--- config.mk ---
export PLATFORM = sky130hd
export DESIGN_NAME = seq_bam_mul_ctrl
export DESIGN_NICKNAME = d
export VERILOG_FILES = /design/src/rtl/seq_bam_mul_ctrl.sv
export SDC_FILE = /design/constraint.sdc
export NUM_CORES = 1
export LEC_CHECK = 0
export CAP_MARGIN = 0
export CORE_AREA = 2 2 86 88
export CTS_BUF_LIST = sky130_fd_sc_hd__clkbuf_8
export CTS_CLUSTER_DIAMETER = 100
export CTS_CLUSTER_SIZE = 16
export DETAILED_ROUTE_END_ITERATION = 10
export DIE_AREA = 0 0 88 90
export PLACE_DENSITY = 0.76
export SETUP_SLACK_MARGIN = 0.4
export SYNTH_ARGS = -nofsm -noshare
export SYNTH_HDL_FRONTEND = slang
export SYNTH_SLANG_ARGS = --single-unit
--- constraint.sdc ---
create_clock -name clk -period 3.8 [get_ports clk]
set_input_delay 1.14 -clock clk [delete_from_list [all_inputs] [get_ports clk]]
set_output_delay 1.14 -clock clk [all_outputs]
set_load 0.01 [all_outputs]
--- src/rtl/seq_bam_mul_ctrl.sv ---
// Iterative broken-array (BAM) multiplier: one partial-product row per cycle through a shared masked adder.
// Optional early termination on exhausted multiplier bits is enabled by defining BAM_ZERO_SKIP_EN.
module seq_bam_mul_ctrl #(
  parameter int WIDTH = 8,
  parameter int CFG_W = $clog2(2*WIDTH)+1
) (
  input  logic                 clk,
  input  logic                 rst,
  input  logic                 in_valid,
  output logic                 in_ready,
  input  logic [WIDTH-1:0]     in_a,
  input  logic [WIDTH-1:0]     in_b,
  input  logic [CFG_W-1:0]     cfg_h,
  input  logic [CFG_W-1:0]     cfg_v,
  output logic                 out_valid,
  input  logic                 out_ready,
  output logic [2*WIDTH-1:0]   out_p,
  output logic                 busy
);

  localparam int RW = (WIDTH > 1) ? $clog2(WIDTH) : 1;

  typedef enum logic [1:0] {IDLE, RUN, DONE} state_t;

  state_t               state;
  logic [WIDTH-1:0]     a_r;
  logic [WIDTH-1:0]     b_r;
  logic [CFG_W-1:0]     v_r;
  logic [RW-1:0]        row;
  logic [2*WIDTH-1:0]   acc;
  logic [2*WIDTH-1:0]   pp;
  logic [CFG_W-1:0]     h_eff;
  logic                 idle_done;
  logic                 last_row;

  // Break levels above WIDTH drop every row, same as WIDTH itself.
  assign h_eff = (cfg_h > CFG_W'(WIDTH)) ? CFG_W'(WIDTH) : cfg_h;
  assign out_p = acc;

`ifdef BAM_ZERO_SKIP_EN
  assign idle_done = (h_eff >= CFG_W'(WIDTH)) || ((in_b >> h_eff) == '0);
  assign last_row  = (row == RW'(WIDTH-1)) || (((b_r >> row) >> 1) == '0) || (a_r == '0);
`else
  assign idle_done = (h_eff >= CFG_W'(WIDTH));
  assign last_row  = (row == RW'(WIDTH-1));
`endif

  // Current row's multiplicand with columns below the vertical break masked off.
  always_comb begin
    pp = '0;
    for (int i = 0; i < WIDTH; i++) begin
      if (a_r[i] && ((i + int'(row)) >= int'(v_r))) pp[i] = 1'b1;
    end
  end

  always_ff @(posedge clk) begin
    if (rst) begin
      state     <= IDLE;
      in_ready  <= 1'b1;
      out_valid <= 1'b0;
      busy      <= 1'b0;
      acc       <= '0;
      row       <= '0;
      a_r       <= '0;
      b_r       <= '0;
      v_r       <= '0;
    end else begin
      case (state)
        IDLE: begin
          if (in_valid) begin
            a_r      <= in_a;
            b_r      <= in_b;
            v_r      <= cfg_v;
            acc      <= '0;
            row      <= h_eff[RW-1:0];
            in_ready <= 1'b0;
            busy     <= 1'b1;
            state    <= idle_done ? DONE : RUN;
          end
        end
        RUN: begin
          if (b_r[row]) acc <= acc + (pp << row);
          row <= row + RW'(1);
          if (last_row) state <= DONE;
        end
        DONE: begin
          // out_valid rises one cycle after entering DONE; the handoff cycle never accepts.
          if (out_valid && out_ready) begin
            out_valid <= 1'b0;
            in_ready  <= 1'b1;
            busy      <= 1'b0;
            state     <= IDLE;
          end else begin
            out_valid <= 1'b1;
          end
        end
        default: state <= IDLE;
      endcase
    end
  end

endmodule

Word level (Yosys, flattened, before mapping)
Index checks and enable logic that the tools add are counted.

Flip-flop bits (word level): 45. Input bits: 30. Output and inout port bits: 19. Logic and storage cells: 82.

Add/subtract/negate cells: 9. Magnitude comparators: 11. Equal/unequal tests: 7. Shift-type cells: 1. Muxes and demuxes: 28. Reduce and logical (&&, ||, !) cells: 17.

Operators with widths (number): $ge 4x5->1 (7); $mux 16 (2); $pmux 16 s2 (1); $add 16x16->16 (1); $add 3x3->4 const A (4); $shl 8x3->16 (1); $mux 1 (14); $logic_and 1x1->1 (9); $reduce_and 3->1 (3); $add 2x3->4 const A (2); $mux 2 (4); $ne 2x2->1 const B (4); $pmux 2 s3 (1); $pmux 3 s2 (1); $ge 3x5->1 (1); $ge 5x4->1 const B (1); $gt 5x4->1 const B (1); $mux 5 (1); $add 1x3->4 const A (1); $lt 3x4->1 const B (1); $pmux 1 s2 (2); $reduce_and 2->1 (2); $reduce_bool 2->1 (2); $add 3x1->3 const B (1); 6 further kinds (6).

Depth between registers and ports, before layout
Depth after elaboration: 8. Depth in mapped cells: 21.

Worst setup path after synthesis
No wires, ideal clock.

Path type: reg2reg. Start point: register row[1]. End point: register acc[14] (netlist: out_p[14]). Data arrival time: 4.016 ns. Required time: 3.683 ns. Path slack: -0.333 ns. Stages on the path, launching flop included: 19. Buffers on the path: 2. Clock period less this slack: 4.133 ns. Path through: dfxtp_1 buf_6 inv_1 clkbuf_1 ha_1 ha_1 a21boi_0 o211ai_1 a21boi_0 a32o_1 mux4_2 ha_1 o21a_1 nor2_1 a31oi_1 a31oi_1 o21ai_0 xnor2_1 o21ai_1.

Cells in the longest elaborated chain, start to end: 8.

Ends and longest elaborated chain: start: declaration (RTL line 29) `logic [RW-1:0] row;`; start signal: assignment (RTL line 75) `row <= h_eff[RW-1:0];`; start signal: assignment (RTL line 83) `row <= row + RW'(1);`; $add 1x3->4, or another cell as far along (RTL line 52) `if (a_r[i] && ((i + int'(row)) >= int'(v_r))) pp[i] = 1'b1;`; $ge 4x5->1 (RTL line 52); $logic_and 1x1->1 (RTL line 52); $mux 1 (RTL line 52); $shl 8x3->16 (RTL line 82) `if (b_r[row]) acc <= acc + (pp << row);`; $add 16x16->16 (RTL line 82); $mux 16 (RTL line 82); $pmux 16 s2 (RTL line 68) `case (state)`; end signal: assignment (RTL line 82); end: declaration (RTL line 30) `logic [2*WIDTH-1:0] acc;`.

Parallel ways exist; a longest one is shown, timed or not. The select of a mux whose other input is x is not followed. A chain may end at the register's enable or synchronous reset.

Final worst setup path
Start point: register row[1]. End point: register acc[8] (netlist: out_p[8]).

Same word-level chain as after synthesis.

==> results.txt <==
Outcome: completed
Syn_nets: 519
EDFF count, synth: 0
GR Util met2: 0.410
Pwr per Cell Area: 253 nW/µm²
Peak supply drop: 0.211 mV
Worst Slack Setup Final: 0.0940 ns
Met1 Use GR: 0.316
Cell area after synthesis: 3430 µm²
Compound-cell area share of the yosys netlist: 0.223
Fin crit share: 0.975
Sequential-to-total area share from yosys stat: 0.263
Multi-input gate area: 2750 µm²
CP bufs+invs: 2
Clk_lat worst skew: 0.32 ns
Worst-path cell chain: inv_6 > ha_4 > ha_4 > a21boi_2 > o2111ai_2 > nand3_2 > a22oi_2 > nor3_1 > a31o_1 > mux2_4 > ha_4 > o21a_1 > nor2_2 > a31oi_4 > buf_4 > xnor2_1 > nor3_1 > a21oi_1 > nor2_1
Setup Skew: 0.00789 ns
Async S/R FF share, synth: 0
DR WL/cell: 16.6 µm
Min-delay worst type: reg -> reg
Most frequent CP cell: ha_4
Slew Limit Fails: 0
Final Critical Period: 3.71 ns
Die area: 7920 µm²
Via count: 3503
Bufs on Longest Clock Path: 2
Drt first pass iters: 5
Post-synthesis adder-cell area fraction: 0.170
Area contributors post-synth: dfxtp_1, ha_1, nand2_1
Initial core utilization: 0.489
Mux cell area share after synthesis: 0.0511
Worst setup EP type: flop
Remaining antenna violation count: 0
P_leak: 1.86 nW
Setup tns final: 0 ns
Area delta synth->final: 35.7%
Synth Flop Type: dfxtp_1
Worst rel slew slack: 0.468
Depth of the CTS H-tree: 2
GRT Resource Usage Total: 0.244
CTS Hold Bufs: 0
Yosys top cell area share: 0.263
CTS tree: yes
FP Rows: 31
Largest net degree at the start of global routing: 35
Root Buffer: clkbuf_8
MaxCap Viol Count: 0
Xor/xnor share of the synthesized area: 0.0358
Global routing's busiest layer: met2
Synthesis-stage register bit count: 45
I/O Buffers: 48
Die height: 90 µm
Post-Route WL: 10.0 mm
Dpl cells: 578
Vias in the first global route: 3353
Hold Fails Final Rpt: 0
Total gr overflow: 0
Critical path class: reg -> reg
TritonCTS sink count: 45
Final cell count without fillers: 603
Pre-CTS WS: 0.00642 ns
Share of cells above drive strength 1: 0.226
Required time worst endpoint: 4.03 ns
Worst path max stage delay: 0.41 ns
Core Region: 7020 µm²
First DRT Iteration DRCs: 316
CP top delay family: compound AO/OA/AOI/OAI gates
Met3 usage in global routing: 0.0340
Worst slew pin tran: 0.796 ns
Routability cong.: 0.988
Syn avg cell area: 7.74 µm²
Post-synth cell types: 50
Post-DP HPWL: 6.65 mm
FMAX: 270 MHz
Area leader, netlist: dfxtp_1
N_diodes: 0
Worst Path Max Fanout: 4
Vias/cell: 5.81
Number of CTS-inserted buffers: 5
CP Data Arrival Time: 3.93 ns
Worst path slowest cell: dfxtp_4
Final setup viols: 0
Filler instances: 574
Unrepaired setup endpoints after global routing: yes
Clock-pin slew on the worst setup and hold paths: 0.10 ns
Io pins: 49
Yosys Warn Count: 0
Final #Nets: 579
Post-Synth Simple-Gate Area: 0.209
Die Wd: 88 µm
CP Launch Type: flop
Drc violations: 0
Initial antenna violation count: 0
Post-synthesis instance total: 443
Largest family of logic cells by synthesized area: compound AO/OA/AOI/OAI gates
Utilization after layout: 0.663
Sequential cell area: 912 µm²
First-pass GRT wire length: 15.5 mm
-- Yosys cell counts, types with 3 or more instances --
| master | n |
|---|---|
| a31oi_1 | 8 |
| nand3_1 | 15 |
| xnor2_1 | 10 |
| nor2_1 | 36 |
| and2_1 | 4 |
| dfxtp_1 | 45 |
| nand2b_1 | 8 |
| mux4_2 | 3 |
| a211oi_1 | 3 |
| a21oi_1 | 50 |
| mux2i_1 | 4 |
| or2_2 | 3 |
| mux2_2 | 6 |
| o21ai_0 | 16 |
| o211ai_1 | 3 |
| o21ai_1 | 4 |
| a21o_1 | 13 |
| xor2_1 | 4 |
| nor3_1 | 10 |
| inv_1 | 16 |
| o21a_1 | 7 |
| nor2b_1 | 4 |
| nand2_1 | 70 |
| ha_1 | 45 |
| clkbuf_1 | 20 |
-- path summary, 6_finish.rpt --
check / startpoint / to / slack (ns) / cells after the start
setup / recovery: row[1] / out_p[8] / 0.09 / 19
hold / removal: in_ready / in_ready / 0.46 / 2
setup reg to reg: row[1] / out_p[8] / 0.09 / 19
hold reg to reg: in_ready / in_ready / 0.46 / 2
-- metrics by stage --
stage	area (µm²)	power (W)	hold slack, ns
2_1_floorplan	3570	0.000711	0.432
3_3_place_gp	4120	0.000796	0.433
3_5_place_dp	4120	0.000803	0.437
4_1_cts	4360	0.00114	0.456
5_1_grt	4650	0.00124	0.473
6_report	4650	0.00118	0.455
-- layer usage --
| metal | share of wire | vias up |
|---|---|---|
| li1 | - | 1679 |
| met1 | 0.44 | 1682 |
| met2 | 0.49 | 116 |
| met3 | 0.046 | 26 |
| met4 | 0.022 | 0 |
| met5 | 0 | - |
-- placed cells by master (no fill, tap or decap), types with 3 or more instances in the layout --
cell type,n
nor2_1,34
nand2b_1,8
mux4_2,3
clkdlybuf4s50_1,48
a21o_1,13
o21ai_2,4
a21oi_2,9
nor3_1,8
inv_6,3
ha_2,4
clkbuf_8,5
inv_1,14
nand3_1,13
ha_4,11
o211ai_1,3
a21oi_4,3
a31oi_1,5
o21a_1,7
nand2_1,68
mux2_2,3
mux2_4,3
ha_1,30
or2_2,3
o21ai_1,8
dfxtp_4,3
mux2i_1,3
xor2_1,4
dfxtp_1,42
o21ai_0,8
a21oi_1,39
buf_4,26
nor2b_1,4
xnor2_1,10
-- kinds of logic after synthesis --
kind of cell	Yosys count
and+or+nand+nor	161
AOI/OAI and AO/OA	124
adders and majority gates	46
DFF	45
buffers and inverters	40
xor gates and xnor gates	14
muxes	13
-- worst register-to-register path, delay by kind of cell (launching register included) --
| kind | cells | cell delay, ns |
|---|---|---|
| AND/OR/NAND/NOR | 5 | 0.51 |
| adder cells (fa/ha/maj) | 3 | 0.74 |
| buffers and inverters | 2 | 0.21 |
| XOR/XNOR | 1 | 0.18 |
| flip-flops | 1 | 0.41 |
| AO/OA/AOI/OAI | 7 | 1.27 |
| multiplexers | 1 | 0.28 |
-- power by group --
part / switching, W / leakage (nW) / internal [W]
sequential: 0.0000206 / 0.369 / 0.000492
combinational: 0.000177 / 1.44 / 0.000158
clock: 0.000196 / 0.0452 / 0.000134
total: 0.000394 / 1.86 / 0.000785
-- sequential cells by signal, indices dropped and copies added, names as in the netlist --
register / cells
row: 3
b_r: 8
in_ready: 1
state: 2
a_r: 8
v_r: 5
busy: 1
out_p: 16
out_valid: 1
-- repair_timing --
action / 4_1_cts / 5_1_grt
buffers inserted: 5 / 12
endpoints found under the setup margin: 11 / 12
gates resized for setup: 23 / 45
pin swaps: 20 / 38
-- area by class of cell --
class,count,share of cell area
multi-input combinational,358,0.591
sequential,45,0.196
timing repair buffer,76,0.151
tap,99,0.0266
inverter,17,0.0159
clock buffer,5,0.0148
clock inverter,3,0.00538
Power figures use the tool's default switching activity.
